### src/rtl/tref_leak_dispatcher_pkg.sv
// rtl/tref_leak_dispatcher_pkg.sv - shared Tref sweep FSM encoding and neuron array defaults
package tref_leak_dispatcher_pkg;

  typedef enum logic [1:0] {
    ST_IDLE  = 2'd0,
    ST_ACK   = 2'd1,
    ST_SWEEP = 2'd2,
    ST_DONE  = 2'd3
  } tref_state_t;

  // Neuron memory geometry; the memory and this dispatcher must agree on these.
  localparam int DEFAULT_NEURON_NUM = 256;
  localparam int DEFAULT_ADDR_W     = 8;

endpackage

### src/rtl/tref_overrun_counter.sv
// rtl/tref_overrun_counter.sv - saturating count of Tref ticks that arrived mid-sweep
module tref_overrun_counter #(
  parameter int CNT_W = 16
) (
  input  logic             CLK,
  input  logic             RST,
  input  logic             inc,
  output logic [CNT_W-1:0] cnt
);

  always_ff @(posedge CLK or posedge RST) begin
    if (RST) begin
      cnt <= '0;
    end else if (inc && (cnt != {CNT_W{1'b1}})) begin
      cnt <= cnt + CNT_W'(1);
    end
  end

endmodule

### src/rtl/tref_leak_dispatcher.sv
// rtl/tref_leak_dispatcher.sv - acknowledges a Tref event and sweeps leak requests over all neurons
// Optional: define TREF_OVERRUN_CNT_EN to build the saturating overrun counter.
module tref_leak_dispatcher
  import tref_leak_dispatcher_pkg::*;
#(
  parameter int NEURON_NUM = DEFAULT_NEURON_NUM,
  parameter int ADDR_W     = DEFAULT_ADDR_W,
  parameter int CNT_W      = 16
) (
  input  logic              CLK,
  input  logic              RST,
  input  logic              tref_event_in,
  output logic              receive_tref,
  input  logic              spike_busy,
  output logic              leak_valid,
  output logic [ADDR_W-1:0] leak_addr,
  input  logic              leak_ready,
  output logic              sweep_busy,
  output logic              sweep_done,
  output logic [CNT_W-1:0]  overrun_cnt
);

  tref_state_t       state, state_nxt;
  logic              leak_valid_nxt;
  logic [ADDR_W-1:0] leak_addr_nxt;
  logic              accept;
  logic              last_addr;

  assign accept    = leak_valid & leak_ready;
  assign last_addr = (leak_addr == ADDR_W'(NEURON_NUM - 1));

  // Every output is a flop; the status flags are decoded from the next state.
  always_ff @(posedge CLK or posedge RST) begin
    if (RST) begin
      state        <= ST_IDLE;
      receive_tref <= 1'b0;
      sweep_busy   <= 1'b0;
      sweep_done   <= 1'b0;
      leak_valid   <= 1'b0;
      leak_addr    <= '0;
    end else begin
      state        <= state_nxt;
      receive_tref <= (state_nxt == ST_ACK);
      sweep_busy   <= (state_nxt != ST_IDLE);
      sweep_done   <= (state_nxt == ST_DONE);
      leak_valid   <= leak_valid_nxt;
      leak_addr    <= leak_addr_nxt;
    end
  end

  always_comb begin
    state_nxt = state;
    case (state)
      ST_IDLE:  if (tref_event_in && !spike_busy) state_nxt = ST_ACK;
      ST_ACK:   state_nxt = ST_SWEEP;
      ST_SWEEP: if (accept && last_addr) state_nxt = ST_DONE;
      ST_DONE:  state_nxt = ST_IDLE;
      default:  state_nxt = ST_IDLE;
    endcase
  end

  // A presented request is never withdrawn; spike_busy only gates starting a new one.
  always_comb begin
    leak_valid_nxt = leak_valid;
    leak_addr_nxt  = leak_addr;
    case (state)
      ST_ACK: begin
        leak_valid_nxt = 1'b0;
        leak_addr_nxt  = '0;
      end
      ST_SWEEP: begin
        if (accept) begin
          leak_valid_nxt = !last_addr && !spike_busy;
          leak_addr_nxt  = last_addr ? '0 : leak_addr + ADDR_W'(1);
        end else if (!leak_valid) begin
          leak_valid_nxt = !spike_busy;
        end
      end
      default: begin
        leak_valid_nxt = 1'b0;
      end
    endcase
  end

`ifdef TREF_OVERRUN_CNT_EN
  tref_overrun_counter #(
    .CNT_W(CNT_W)
  ) u_overrun (
    .CLK (CLK),
    .RST (RST),
    .inc ((state == ST_DONE) && tref_event_in),
    .cnt (overrun_cnt)
  );
`else
  assign overrun_cnt = '0;
`endif

endmodule

### config.mk
export PLATFORM = sky130hd
export DESIGN_NAME = tref_leak_dispatcher
export DESIGN_NICKNAME = d
export VERILOG_FILES = /design/src/rtl/tref_leak_dispatcher_pkg.sv /design/src/rtl/tref_overrun_counter.sv /design/src/rtl/tref_leak_dispatcher.sv
export SDC_FILE = /design/constraint.sdc
export NUM_CORES = 1
export LEC_CHECK = 0
export ABC_AREA = 1
export BUFFER_PORTS_ARGS = -buffer_cell sky130_fd_sc_hd__buf_4
export CAP_MARGIN = 20
export CORE_UTILIZATION = 45
export DETAILED_ROUTE_END_ITERATION = 8
export PLACE_DENSITY_LB_ADDON = 0.1
export SYNTH_ARGS = -nofsm -noshare
export SYNTH_HDL_FRONTEND = slang
export SYNTH_SLANG_ARGS = --single-unit
### constraint.sdc
create_clock -name CLK -period 1.7 [get_ports CLK]
set_input_delay 0.085 -clock CLK [delete_from_list [all_inputs] [get_ports CLK]]
set_output_delay 0.085 -clock CLK [all_outputs]
set_load 0.03 [all_outputs]
==> impl_metrics.env, run 1 <==
export IMPL_areaGrowthSynthToFinish_pct=13.6
export IMPL_crit_buf_inv=4
export IMPL_slew_headroom_pct=65.0
export IMPL_dieArea_sq_um=2150
export IMPL_leakagePower_nw=0.544
export IMPL_cpLargestDelayFamily="flip-flops"
export IMPL_clock_sinks=14
export IMPL_swShare_pct=44.6
export IMPL_critPathLaunch="state[0]"
export IMPL_cts_reportedPaths_clkPinSlew_ns=0.08
export IMPL_cts_htree_levels=1
export IMPL_seqPwrFrac_pct=38.2
export IMPL_antenna_found_initial=0
export IMPL_grt_usage_pct=16.2
export IMPL_cp_arrival_ns=1.64
export IMPL_setup_violations=0
export IMPL_num_io_pins=33
export IMPL_hold_viol_final=0
export IMPL_crit_slowest_cell="dfrtp_1"
export IMPL_via_count=661
export IMPL_slew_violations=0
export IMPL_core_area_sq_um=1780
export IMPL_root_buffer="clkbuf_4"
export IMPL_cts_tree="yes"
export IMPL_avgSynthCellArea_sq_um=8.44
export IMPL_power_mw=1.27
export IMPL_hpwl_mm=1.11
export IMPL_cts_resized=0
export IMPL_critPathMaxStageDelay_ns=0.38
export IMPL_gp_congestion=0.742
export IMPL_p_comb_share_pct=47.3
export IMPL_synthArstFlopShare_pct=100
export IMPL_period_needed_ns=1.46
export IMPL_crit_chain="inv_1, ha_1, inv_2, nor2_2, inv_2, nand2_2, inv_1, a22o_1"
export IMPL_end_kind="register"
export IMPL_placed_area_sq_um=973
export IMPL_switchingPower_mw=0.566
export IMPL_holdCritStartpoint="spike_busy"
export IMPL_synth_top_cell_by_area="dfrtp_1"
export IMPL_vias_per_cell=4.44
export IMPL_netlist_area_sq_um=886
export IMPL_path_max_fanout=4
export IMPL_grt_pass1_wl_mm=2.38
export IMPL_setup_slack_ns=0.239
export IMPL_hp_class="input port to register"
export IMPL_worstMarginPinSlew_ns=0.524
export IMPL_finalNetCount=135
export IMPL_port_buffer_count=16
export IMPL_r2r_setup_slack_ns=0.24
export IMPL_start_kind="register"
export IMPL_synth_enable_flop_cells=0
export IMPL_ys_ff_latch=14
export IMPL_clockBufferDepth=2
export IMPL_fin_skew_ns=0.00653
export IMPL_drive_gt1_share_pct=28.2
export IMPL_ys_types=21
export IMPL_clock_latency_ns=0.28
export IMPL_synth_cells=105
export IMPL_die_w_um=46.4
export IMPL_postRouteAntennaNets=0
export IMPL_yosys_most_used_dff="dfrtp_1"
export IMPL_grt_pass1_vias=552
export IMPL_final_cell_area_sq_um=1010
export IMPL_yosysTopAreaCellShare_pct=39.5
export IMPL_p_clk_share_pct=14.4
export IMPL_first_iter_violations=4
export IMPL_status="completed"
export IMPL_max_freq_mhz=685
export IMPL_first_pass_iters=3
export IMPL_power_density_nw_per_um2=1260
export IMPL_num_antenna_cells=0
export IMPL_rsz0062_at_grt="no"
export IMPL_crit_type="register to register"
export IMPL_fin_crit_sh_pct=85.9
export IMPL_drt_wirelength_per_cell_um=9.37
export IMPL_cts_buffers=3
export IMPL_ir_worst_vdd_uv=725
export IMPL_dp_cells=145
export IMPL_final_cells=149
export IMPL_p_int_mw=0.704
export IMPL_dpl_worst_slack_ns=0.222
export IMPL_chipHeight_um=46.4
export IMPL_required_ns=1.88
export IMPL_grt_max_degree=15
export IMPL_gr_total_overflow=0
export IMPL_rows=15
export IMPL_wirelength_mm=1.40
export IMPL_yosys_top_cells_count="16 x buf_4, 16 x inv_1, 15 x nand2_1"
export IMPL_whs_ns=0.0880
export IMPL_worstReg2RegStart="state[0]"
export IMPL_max_cap_viol_count=0
export IMPL_final_core_util_pct=56.4
export IMPL_ys_seq_area_share_pct=39.5
export IMPL_yosys_warnings=0
export IMPL_tns_ns=0
export IMPL_n_fill_cell=180
export IMPL_synth_area_leaders="dfrtp_1 40%, buf_4 14%, inv_1 6.8%"
export IMPL_drc_errors=0
export IMPL_initial_core_util_pct=49.7
-- per-layer routing --
metal  up-vias  global-route usage (%)  part of all wire [%]  routed length (um)
met2        20                    23.9                    49                 687
met3         4                    5.88                   5.2                  73
li1        330                       -                     -                   -
met1       307                    21.1                    44                 611
met5         -                       0                     0                   0
met4         0                    7.06                   1.6                  23
-- registers in the layout (all words and copies together) (netlist names) --
name,count
receive_tref,1
sweep_busy,1
state,2
leak_addr,8
sweep_done,1
leak_valid,1
-- area by class of cell --
| cell class | count | area [sq um] | share of cell area [%] |
|---|---|---|---|
| clock buffer | 3 | 22.5 | 2.24 |
| tap | 25 | 31.3 | 3.11 |
| multi-input combinational | 70 | 397 | 39.4 |
| inverter | 20 | 75.1 | 7.46 |
| timing repair buffer | 17 | 130 | 12.9 |
| sequential | 14 | 350 | 34.8 |
-- worst min-delay path: cells and delay by family --
kind,cells,cell delay (ns)
simple gates,1,0.07
buf+inv,2,0.12
compound gates,1,0.06
-- layout by cell type, fill, tap and decap left out, types with 4 or more instances in the layout --
master | netlist | final
a21oi_1 | 5 | 5
buf_4 | 16 | 16
conb_1 | 1 | 16
dfrtp_1 | 14 | 14
ha_1 | 4 | 4
inv_1 | 16 | 16
inv_2 | 4 | 4
nand2_1 | 15 | 15
nand2_2 | 5 | 5
nand3_1 | 6 | 6
-- power groups by stage --
| stage | Sequential, mW | Combinational, mW | Clock [mW] |
|---|---|---|---|
| finish | 0.486 | 0.601 | 0.184 |
| global route | 0.499 | 0.676 | 0.209 |
| CTS | 0.489 | 0.610 | 0.190 |
| detailed placement | 0.492 | 0.609 | 0 |
| global placement | 0.489 | 0.600 | 0 |
| floorplan | 0.618 | 0.334 | 0 |
-- worst paths after layout --
| path | end | cells past startpoint |
|---|---|---|
| max | leak_addr[1] | 8 |
| min | leak_valid | 4 |
| max reg2reg | leak_addr[1] | 8 |
| min reg2reg | leak_addr[0] | 1 |
| max in group asynchronous | state[0] | 3 |
| min in group asynchronous | leak_addr[7] | 3 |
-- cell families after synthesis --
group                      Yosys count  share of synthesized area, %
and+or+nand+nor                     35                          21.6
buffers and inverters               36                          22.0
adders and majority gates            4                          5.65
xor gates and xnor gates             1                         0.989
AOI/OAI and AO/OA                   14                          9.75
other                                1                         0.423
DFF                                 14                          39.5
-- repair_timing --
action,CTS,global route
hold endpoints to repair,14,0
hold buffers,1,0
buffers inserted,0,0
Power figures use the tool's default switching activity.
==> run 2, diff against run 1 <==
Settings changed: HOLD_SLACK_MARGIN set to 0.1, PLACE_DENSITY set to 0.73, PLACE_DENSITY_LB_ADDON 0.1 to unset.
==> run 2 against run 1 <==
Fmax shrank 3.0%. Cell count unchanged. Routed wire length increased by 10%. Critical path type unchanged. Utilization is the same. Clock skew down 0.0015 ns. First-iteration DRC count increased by 100%. Flip-flop and latch count stayed put. Count of clock-buffer cells in the layout stayed put.
==> impl_metrics.env, run 2 (synthesized netlist as in run 1, its figures left out) <==
export IMPL_status="completed"
export IMPL_drc_errors=0
export IMPL_seqCellArea_sq_um=350
export IMPL_cts_setup_buffers=0
export IMPL_crit_type="register to register"
export IMPL_final_cell_area_sq_um=1010
export IMPL_slew_headroom_pct=63.6
export IMPL_finalNetCount=135
export IMPL_crit_buf_inv=4
export IMPL_hold_viol_final=0
export IMPL_required_ns=1.87
export IMPL_setup_slack_ns=0.195
export IMPL_final_cells=149
export IMPL_worstMarginPinSlew_ns=0.545
export IMPL_ir_worst_vdd_uv=712
export IMPL_n_fill_cell=179
export IMPL_fin_skew_ns=0.00505
export IMPL_grt_usage_pct=16.4
export IMPL_core_area_sq_um=1780
export IMPL_critPathLaunch="state[0]"
export IMPL_first_pass_iters=4
export IMPL_chipHeight_um=46.4
export IMPL_vias_per_cell=4.49
export IMPL_rows=15
export IMPL_slew_violations=0
export IMPL_cts_hold_buf=1
export IMPL_cp_arrival_ns=1.67
export IMPL_top_regs="leak_addr: 8 flops, state: 2 flops"
export IMPL_largest_reg_flops=8
export IMPL_crit_slowest_cell="dfrtp_1"
export IMPL_postRouteAntennaNets=0
export IMPL_drt_wirelength_per_cell_um=10.3
export IMPL_multiInputGateArea_sq_um=397
export IMPL_cts_tree="yes"
export IMPL_initial_core_util_pct=49.7
export IMPL_path_max_fanout=4
export IMPL_regMostFlops="leak_addr"
export IMPL_critPathMaxStageDelay_ns=0.40
export IMPL_placed_area_sq_um=973
export IMPL_whs_ns=0.119
export IMPL_mostFrequentLayoutCells="16 x inv_1, 16 x conb_1, 16 x buf_4"
export IMPL_grt_pass1_wl_mm=2.50
export IMPL_power_density_nw_per_um2=1270
export IMPL_max_cap_viol_count=0
export IMPL_grt_pass1_vias=641
export IMPL_clock_latency_ns=0.27
export IMPL_crit_chain="inv_1, ha_1, inv_2, nor2_2, inv_2, nand2_2, inv_1, a22o_1"
export IMPL_areaGrowthSynthToFinish_pct=13.6
export IMPL_dpl_worst_slack_ns=0.202
export IMPL_end_kind="register"
export IMPL_cts_buffers=3
export IMPL_via_count=669
export IMPL_worstReg2RegStart="state[0]"
export IMPL_drive_gt1_share_pct=28.2
export IMPL_wirelength_mm=1.54
export IMPL_period_needed_ns=1.51
export IMPL_fin_crit_sh_pct=88.5
export IMPL_start_kind="register"
export IMPL_clockBufferDepth=2
export IMPL_dp_cells=145
export IMPL_hpwl_mm=1.24
export IMPL_cts_htree_levels=1
export IMPL_num_io_pins=33
export IMPL_hp_class="input port to register"
export IMPL_antenna_found_initial=0
export IMPL_grt_max_degree=15
export IMPL_dieArea_sq_um=2150
export IMPL_clock_sinks=14
export IMPL_num_antenna_cells=0
export IMPL_gp_congestion=0.775
export IMPL_holdCritStartpoint="spike_busy"
export IMPL_rsz0062_at_grt="no"
export IMPL_tns_ns=0
export IMPL_leakagePower_nw=0.544
export IMPL_gr_total_overflow=0
export IMPL_first_iter_violations=8
export IMPL_max_freq_mhz=664
export IMPL_setup_violations=0
export IMPL_root_buffer="clkbuf_4"
export IMPL_die_w_um=46.4
export IMPL_cts_reportedPaths_clkPinSlew_ns=0.08
export IMPL_port_buffer_count=16
export IMPL_cpLargestDelayFamily="flip-flops"
export IMPL_cts_resized=0
run 2: cell counts in the layout (fill, tap and decap cells not counted):
No cell type changed its count.
run 2: tightest hold or removal path: stages:
cell	delay, ns
buf_4	0.08
o21ai_0	0.07
nand3_1	0.09
inv_1	0.04
run 2: area by class of cell:
class,count,share of cell area (%)
multi-input combinational,70,39.4
tap,25,3.11
timing repair buffer,17,12.9
clock buffer,3,2.24
sequential,14,34.8
inverter,20,7.46
run 2: report_power, final:
part,switching (mW),internal (mW),leakage (nW),total (mW)
combinational,0.408,0.201,0.344,0.609
clock,0.102,0.0819,0.0138,0.184
sequential,0.0663,0.422,0.186,0.488
run 2: per-stage QoR:
step / power, mW / util, %
6_report: 1.28 / 56.4
3_5_place_dp: 1.11 / 54.6
3_3_place_gp: 1.08 / 54.6
4_1_cts: 1.30 / 56.4
2_1_floorplan: 0.952 / -
5_1_grt: 1.37 / 56.4
run 2: final timing paths:
kind	to	slack, ns	cells past startpoint
hold reg to reg	leak_addr[0]	0.53	1
hold / removal	leak_valid	0.12	4
setup reg to reg	leak_addr[1]	0.19	8
min in group asynchronous	state[0]	0.41	3
max in group asynchronous	leak_addr[6]	0.92	3
setup / recovery	leak_addr[1]	0.19	8
run 2: per-layer routing:
layer / share of wire (%) / track usage (%)
met2: 52 / 28.6
met1: 43 / 20.0
met4: 0 / 3.53
met5: 0 / 0
met3: 5.2 / 3.92
